<file path="config.mk">
export PLATFORM = sky130hd
export DESIGN_NAME = stopwatch_timebase_flat
export DESIGN_NICKNAME = d
export VERILOG_FILES = /design/src/rtl/stopwatch_timebase_if.sv /design/src/rtl/stopwatch_timebase.sv /design/src/flat_wrapper.sv
export SDC_FILE = /design/constraint.sdc
export NUM_CORES = 1
export LEC_CHECK = 0
export CORE_UTILIZATION = 35
export CTS_BUF_LIST = sky130_fd_sc_hd__clkbuf_8
export DETAILED_ROUTE_END_ITERATION = 12
export HOLD_SLACK_MARGIN = 0.1
export PLACE_DENSITY = 0.56
export SLEW_MARGIN = 25
export SYNTH_ARGS = -nofsm -noshare
export SYNTH_HDL_FRONTEND = slang
export SYNTH_SLANG_ARGS = --single-unit
</file>
<file path="constraint.sdc">
create_clock -name clk -period 2.6 [get_ports clk]
set_input_delay 0.39 -clock clk [delete_from_list [all_inputs] [get_ports clk]]
set_output_delay 0.39 -clock clk [all_outputs]
set_load 0.01 [all_outputs]
</file>
<file path="src/rtl/stopwatch_timebase_if.sv">
// Button levels in, seconds count and minutes-stage controls out.
interface stopwatch_timebase_if;
    logic       start_btn;
    logic       stop_btn;
    logic       reset_btn;
    logic [7:0] seconds;
    logic       min_tick;
    logic       clear;
    logic       running;
    logic [1:0] state;

    modport master (
        output start_btn, stop_btn, reset_btn,
        input  seconds, min_tick, clear, running, state
    );

    modport slave (
        input  start_btn, stop_btn, reset_btn,
        output seconds, min_tick, clear, running, state
    );
endinterface

</file>
<file path="src/rtl/stopwatch_timebase.sv">
// Stopwatch front end: button edge detect, run/pause/idle control,
// 1 s prescaler and 0..59 seconds counter driving the minutes stage.
//
// state   | meaning
// --------+-----------------------------------------------
// IDLE    | cleared, prescaler and seconds held at 0
// RUNNING | prescaler counting, seconds advancing
// PAUSED  | prescaler and seconds frozen, partial second kept
module stopwatch_timebase #(
    parameter int CYCLES_PER_SEC = 100_000_000
) (
    input logic                 clk,
    input logic                 rst_n,
    stopwatch_timebase_if.slave sw
);

    localparam int PW = (CYCLES_PER_SEC > 2) ? $clog2(CYCLES_PER_SEC) : 1;
    localparam logic [PW-1:0] PRESC_MAX = PW'(CYCLES_PER_SEC - 1);

    typedef enum logic [1:0] {
        IDLE    = 2'b00,
        RUNNING = 2'b01,
        PAUSED  = 2'b10
    } state_t;

    state_t        state_q, state_d;
    logic [PW-1:0] presc_q, presc_d;
    logic [5:0]    sec_q, sec_d;
    logic          prev_start, prev_stop, prev_reset;
    logic          tick_q, tick_d;
    logic          clear_q, clear_d;
    logic          running_q;

    logic reset_e, stop_e, start_e;

    // Rising edges with reset > stop > start priority; lower ones are dropped.
    always_comb begin
        reset_e = sw.reset_btn & ~prev_reset;
        stop_e  = sw.stop_btn  & ~prev_stop  & ~reset_e;
        start_e = sw.start_btn & ~prev_start & ~reset_e & ~stop_e;
    end

    // Next state, prescaler/seconds update and pulse outputs.
    always_comb begin
        state_d = state_q;
        presc_d = presc_q;
        sec_d   = sec_q;
        tick_d  = 1'b0;
        clear_d = 1'b0;
        if (reset_e) begin
            state_d = IDLE;
            presc_d = '0;
            sec_d   = '0;
            clear_d = 1'b1;
        end else begin
            case (state_q)
                IDLE: begin
                    if (start_e) state_d = RUNNING;
                end
                RUNNING: begin
                    // A stop on terminal count leaves the prescaler at max,
                    // so the pending advance lands on the first cycle after resume.
                    if (stop_e) begin
                        state_d = PAUSED;
                    end else if (presc_q == PRESC_MAX) begin
                        presc_d = '0;
                        if (sec_q == 6'd59) begin
                            sec_d  = '0;
                            tick_d = 1'b1;
                        end else begin
                            sec_d = sec_q + 6'd1;
                        end
                    end else begin
                        presc_d = presc_q + PW'(1);
                    end
                end
                PAUSED: begin
                    if (start_e) state_d = RUNNING;
                end
                default: begin
                    state_d = IDLE;
                    presc_d = '0;
                    sec_d   = '0;
                end
            endcase
        end
    end

    // State and datapath registers; prev regs reset high so held buttons are ignored.
    always_ff @(posedge clk) begin
        if (!rst_n) begin
            state_q    <= IDLE;
            presc_q    <= '0;
            sec_q      <= '0;
            tick_q     <= 1'b0;
            clear_q    <= 1'b0;
            running_q  <= 1'b0;
            prev_start <= 1'b1;
            prev_stop  <= 1'b1;
            prev_reset <= 1'b1;
        end else begin
            state_q    <= state_d;
            presc_q    <= presc_d;
            sec_q      <= sec_d;
            tick_q     <= tick_d;
            clear_q    <= clear_d;
            running_q  <= (state_d == RUNNING);
            prev_start <= sw.start_btn;
            prev_stop  <= sw.stop_btn;
            prev_reset <= sw.reset_btn;
        end
    end

    assign sw.seconds  = {2'b00, sec_q};
    assign sw.min_tick = tick_q;
    assign sw.clear    = clear_q;
    assign sw.running  = running_q;
    assign sw.state    = state_q;

endmodule

</file>
<file path="src/flat_wrapper.sv">
// flat-port wrapper written by rule: the top's interface ports become plain ports
module stopwatch_timebase_flat 
#(
    parameter int CYCLES_PER_SEC = 100_000_000
)
  (clk, rst_n, sw_start_btn, sw_stop_btn, sw_reset_btn, sw_seconds, sw_min_tick, sw_clear, sw_running, sw_state);
  stopwatch_timebase_if sw_i ();
  input logic clk;
  input logic rst_n;
  input wire logic [$bits(sw_i.start_btn)-1:0] sw_start_btn;
  input wire logic [$bits(sw_i.stop_btn)-1:0] sw_stop_btn;
  input wire logic [$bits(sw_i.reset_btn)-1:0] sw_reset_btn;
  output wire logic [$bits(sw_i.seconds)-1:0] sw_seconds;
  output wire logic [$bits(sw_i.min_tick)-1:0] sw_min_tick;
  output wire logic [$bits(sw_i.clear)-1:0] sw_clear;
  output wire logic [$bits(sw_i.running)-1:0] sw_running;
  output wire logic [$bits(sw_i.state)-1:0] sw_state;
  assign sw_i.start_btn = sw_start_btn;
  assign sw_i.stop_btn = sw_stop_btn;
  assign sw_i.reset_btn = sw_reset_btn;
  assign sw_seconds = sw_i.seconds;
  assign sw_min_tick = sw_i.min_tick;
  assign sw_clear = sw_i.clear;
  assign sw_running = sw_i.running;
  assign sw_state = sw_i.state;
  stopwatch_timebase #(.CYCLES_PER_SEC(CYCLES_PER_SEC)) u_core (.clk(clk), .rst_n(rst_n), .sw(sw_i));
endmodule
</file>
==> metrics.cfg, run 1 <==
[status]
status=finished clean

[synthesis]
ys_types=47
seq_area_frac_synth_pct=41.4
synth_common_cells=dfxtp_1 (41), nor2_1 (31), xnor2_1 (19), nand2_1 (16)
avgSynthCellArea_um2=8.84
yosysTopAreaCell=dfxtp_1
synthTopCellsByArea=dfxtp_1 (41%), xnor2_1 (8.4%), nor2_1 (5.9%), nand2_1 (3.0%), nand2b_1 (2.2%)
async_flop_share_pct=0
yosysWarnings=0
synth_ff_type=dfxtp_1
netlist_instances=224
synth_top_area_share_pct=41.4
synth_edf_count=0
synth_area_mm2=0.00198
ys_ff_latch=41
yosysMostFrequentCell=dfxtp_1

[worst_setup_path]
critPathLaunchType=register
endpoint_kind=register
r2r-end=u_core.sec_q[2]
r2r_slack_ns=0.34
crit_type=reg2reg
arrival_ns=2.45
reg2reg_from=u_core.presc_q[25]
crit_required_ns=2.79
crit_fanout=10
reg2reg_depth=6

[worst_hold_path]
hold_path_startpoint=u_core.presc_q[26]
min_to=u_core.presc_q[26]
hp-class=reg2reg
whs_path_depth=2

[floorplanning]
die_w_um=77.2
die_area_mm2=0.00596
io-pin-count=18
rows=27
die_h_um=77.2
coreArea_mm2=0.00547
start_util_pct=36.2

[clocking]
cts_inserted_buffers=5
cts.sinks=41
cts_hold_buf=0
cts_setup_buffers=0
root_buffer=clkbuf_8
clk-insertion-delay-late_ns=0.30
clockBufferDepth=2
cts_tree=yes
cts.repair.resized=0
cts_max_level=2
path_clk_slew_ns=0.08

[power_and_ir_drop]
powerDensity_mw_per_mm2=521
max-vdd-ir-drop_mv=0.257
power_mw=1.23
leakagePower_nw=0.759

[drt]
drt-total-wl_um=4070
wire_per_inst_um=12.8
drcViolationCount=0
ant_nets=0
vias=1608
drtIter0Drc=82
drt_pass1_iterations=6
viasPerCell=5.04

[sta]
hold_viol_final=0
finalCritPeriodShare_pct=86.9
drv_slew=0
holdWs_ns=0.503
period_minus_slack_ns=2.26
rsz0062_at_grt=false
finalSetupTns_ns=0
finClkSkew_ns=0.00809
setup_viol=0
max_clock_freq_ghz=0.442

[finish]
fin_util_pct=43.0
nets=253
antenna_cells=0
drive_gt1_share_pct=10.5
areaGrowthSynthToFinish_pct=18.9

[place]
gp_congestion=0.749
port_buffers=15
hpwlAfterDp_um=2900

[global_route]
antenna_found_initial=0
grt_pass1_vias=1525
overflow=0
grt_max_degree=18
grt_pass1_wl_um=7330
grt_util_all_layers_pct=15.4

[job]
cap_violations=0

==> critical path, cell delays in order, from the launching register on <==
cell,delay [ns]
dfxtp_1,0.34
or4_1,0.52
nor4b_1,0.38
a31o_2,0.31
a21o_1,0.30
buf_4,0.23
a21oi_1,0.07
==> flip-flops by register name (all words and copies together) (netlist names) <==
name / count
u_core.presc_q: 27
u_core.prev_reset: 1
u_core.prev_start: 1
u_core.prev_stop: 1
u_core.sec_q: 6
u_core.sw.clear: 1
u_core.sw.min_tick: 1
u_core.sw.running: 1
u_core.sw.state: 2
==> layer usage <==
| metal | global-route usage [%] | up-vias | wire [um] | share of wire (%) |
|---|---|---|---|---|
| li1 | - | 839 | - | - |
| met1 | 20.7 | 741 | 2130 | 52 |
| met2 | 23.4 | 23 | 1770 | 43 |
| met3 | 4.52 | 5 | 131 | 3.2 |
| met4 | 5.09 | 0 | 46 | 1.1 |
| met5 | 0 | - | 0 | 0 |
==> cell usage in the layout (no fill, tap or decap), types with 6 or more instances in the layout <==
cell,n
nor4_1,7
buf_4,8
a21oi_1,8
clkbuf_8,6
nand2b_1,7
nand3_1,8
xnor2_1,19
a31oi_1,6
dfxtp_1,41
nor2_1,31
nand2_1,16
clkdlybuf4s50_1,15
==> metrics by stage <==
| step | cell area [um2] | setup slack (ns) | cells |
|---|---|---|---|
| 2_1_floorplan | 1980 | 0.668 | 225 |
| 3_3_place_gp | 2240 | 0.223 | 311 |
| 3_5_place_dp | 2240 | 0.183 | 311 |
| 4_1_cts | 2350 | 0.289 | 319 |
| 5_1_grt | 2350 | 0.192 | 319 |
| 6_report | 2350 | 0.340 | 319 |
==> cells by family after synthesis <==
group / after synthesis / synth area share, %
flip-flops: 41 / 41.4
adder cells (fa/ha/maj): 2 / 1.26
AND/OR/NAND/NOR: 115 / 33.2
XOR/XNOR: 22 / 9.73
buffers and inverters: 12 / 2.91
other: 1 / 0.189
multiplexers: 2 / 1.01
AO/OA/AOI/OAI: 29 / 10.3
==> where the power goes <==
| group | switching [mW] | internal [mW] |
|---|---|---|
| Clock | 0.226 | 0.309 |
| Sequential | 0.00350 | 0.632 |
| Combinational | 0.0316 | 0.0232 |
==> worst max-delay path by stage <==
stage / from / to / slack [ns] / cells past startpoint
after floorplan: sw_reset_btn / u_core.presc_q[26] / 0.67 / 6
after global placement: sw_reset_btn / u_core.presc_q[26] / 0.22 / 6
after detailed placement: sw_reset_btn / u_core.presc_q[26] / 0.18 / 6
after CTS: u_core.presc_q[25] / u_core.sec_q[2] / 0.29 / 6
after global routing: u_core.presc_q[25] / u_core.sec_q[2] / 0.19 / 6
final: u_core.presc_q[25] / u_core.sec_q[2] / 0.34 / 6
==> layout make-up <==
class | instances | area (um2)
Fill cell | 569 | 3120
Multi-Input combinational cell | 172 | 1110
Sequential cell | 41 | 821
Timing Repair Buffer | 23 | 210
Tap cell | 72 | 90.1
Clock buffer | 6 | 82.6
Clock inverter | 2 | 33.8
Inverter | 3 | 11.3
Power figures use the tool's default switching activity.
==> run 2: changes to the inputs <==
- CTS_CLUSTER_DIAMETER: not set -> 120
==> results of run 2 <==
No change in the layout: final DEF, timing and power equal those of run 1.
==> run 3: changes to the inputs <==
--- a/config.mk
+++ b/config.mk
@@ -8,5 +8,5 @@
 export CORE_UTILIZATION = 35
 export CTS_BUF_LIST = sky130_fd_sc_hd__clkbuf_8
-export CTS_CLUSTER_DIAMETER = 120
+export CTS_CLUSTER_DIAMETER = 30
 export DETAILED_ROUTE_END_ITERATION = 12
 export HOLD_SLACK_MARGIN = 0.1
==> constraint.sdc (replaced) <==
create_clock -name clk -period 2.6 [get_ports clk]
set_input_delay 0.39 -clock clk [delete_from_list [all_inputs] [get_ports clk]]
set_output_delay 0.39 -clock clk [all_outputs]
set_load 0.1 [all_outputs]
==> run 3 against run 2 <==
  * The run now ends with design-rule violations left
  * Clock power fell by 5.8%
  * Clock skew decreased by 0.0036 ns
  * Sequential power about the same
  * Setup slack better by 0.053 ns
  * Critical path type unchanged
  * Largest power group unchanged
==> metrics.cfg, run 3 (synthesized netlist as in run 1, its figures left out) <==
[global_route]
grt_max_degree=22
grt_util_all_layers_pct=14.7
antenna_found_initial=0
grt_pass1_vias=1477
overflow=0
grt_pass1_wl_um=6960

[drt]
drt_pass1_iterations=8
viasPerCell=5.09
ant_nets=0
drt-total-wl_um=4010
vias=1613
wire_per_inst_um=12.6
drcViolationCount=2
drtIter0Drc=84

[floorplanning]
rows=27
die_w_um=77.2
io-pin-count=18
die_h_um=77.2
start_util_pct=36.2
die_area_mm2=0.00596
coreArea_mm2=0.00547

[clocking]
cts.repair.resized=0
cts_hold_buf=0
clk-insertion-delay-late_ns=0.29
root_buffer=clkbuf_8
clockBufferDepth=2
cts.sinks=41
path_clk_slew_ns=0.08
cts_setup_buffers=0
cts_max_level=2
cts_tree=yes
cts_inserted_buffers=5

[sta]
finClkSkew_ns=0.00450
rsz0062_at_grt=false
finalSetupTns_ns=0
setup_viol=0
period_minus_slack_ns=2.21
setup_ws_ns=0.393
drv_slew=0
finalCritPeriodShare_pct=84.9
max_clock_freq_ghz=0.453
hold_viol_final=0

[power_and_ir_drop]
leakagePower_nw=0.773
clock_power_share_pct=41.3
powerDensity_mw_per_mm2=526
power_mw=1.22
p_int_mw=0.936
max-vdd-ir-drop_mv=0.210
p_seq_share_pct=52.1
swShare_pct=23.3
comb_power_share_pct=6.6
p_sw_mw=0.284

[finish]
largest_reg_flops=27
regMostFlops=u_core.presc_q
antenna_cells=0
layout_commonest_cell=dfxtp_1
final_cell_mix=dfxtp_1 (40), nor2_1 (31), xnor2_1 (19)
nets=252
areaGrowthSynthToFinish_pct=17.2
fin_area_mm2=0.00232
drive_gt1_share_pct=15.1

[worst_setup_path]
crit_fanout=21
crit_chain=or4_1, nor4b_1, a31o_2, a21o_1, buf_12, a21oi_1
critPathSlowestCell=or4_1
path_buf_inv=1
worst_path_largest_cell_delay_ns=0.52
arrival_ns=2.40
endpoint_kind=register
crit_required_ns=2.79
critPathLaunchType=register
critPathTopFamily=simple AND/OR/NAND/NOR gates
crit_type=reg2reg

[place]
dpl-instance-area_mm2=0.00222
gp_congestion=0.777
place_ws_ns=0.176
port_buffers=15
hpwlAfterDp_um=2850

[worst_hold_path]
hp-class=reg2reg

[status]
violations=design-rule violations
status=finished, violations left

[job]
cap_violations=0

run 3: cell count changes in the layout (fill, tap and decap cells not counted):
cell | before | now
inv_1 | 4 | 3
clkbuf_8 | 6 | 5
clkinv_2 | 0 | 1
dfxtp_1 | 41 | 40
dfxtp_2 | 0 | 1
buf_4 | 8 | 17
clkdlybuf4s50_1 | 15 | 4
buf_12 | 0 | 1
run 3: layout make-up:
class | count | area (um2)
inverter | 3 | 11.3
clock inverter | 2 | 35.0
clock buffer | 5 | 68.8
multi-input combinational | 172 | 1110
timing repair buffer | 22 | 188
fill | 572 | 3150
tap | 72 | 90.1
sequential | 41 | 822
run 3: layer usage:
metal  share of wire, %  GRT usage (%)  wire length [um]  vias up
met5                  0              0                 0        -
met4                1.5           5.66                60        0
met3                4.3           3.81               174        6
met2                 43           22.3              1720       31
met1                 51           19.8              2050      745
li1                   -              -                 -      831
run 3: path summary, 6_finish.rpt:
check / start / endpoint / slack, ns / depth (start not counted)
setup / recovery: u_core.presc_q[25] / u_core.sec_q[2] / 0.39 / 6
hold / removal: u_core.presc_q[26] / u_core.presc_q[26] / 0.50 / 2
setup reg to reg: u_core.presc_q[25] / u_core.sec_q[2] / 0.39 / 6
hold reg to reg: u_core.presc_q[26] / u_core.presc_q[26] / 0.50 / 2
run 3: worst reg2reg max path: cells and delay by family (launching register included):
kind | cells | cell delay [ns]
AND/OR/NAND/NOR | 2 | 0.86
AO/OA/AOI/OAI | 3 | 0.70
flip-flops | 1 | 0.35
buffers and inverters | 1 | 0.20
run 3: per-stage QoR:
stage / cells / util, % / hold slack, ns
after floorplan: 225 / - / 0.463
after global placement: 310 / 40.5 / 0.486
after detailed placement: 310 / 40.5 / 0.487
after CTS: 317 / 42.4 / 0.498
after global routing: 317 / 42.4 / 0.523
final: 317 / 42.4 / 0.501
run 3: power groups by stage:
stage / clock, mW / combinational, mW / sequential (mW)
after detailed placement: 0 / 0.0815 / 0.651
after global placement: 0 / 0.0810 / 0.651
after CTS: 0.518 / 0.0817 / 0.636
final: 0.504 / 0.0804 / 0.636
after floorplan: 0 / 0.0437 / 0.664
after global routing: 0.539 / 0.0875 / 0.637
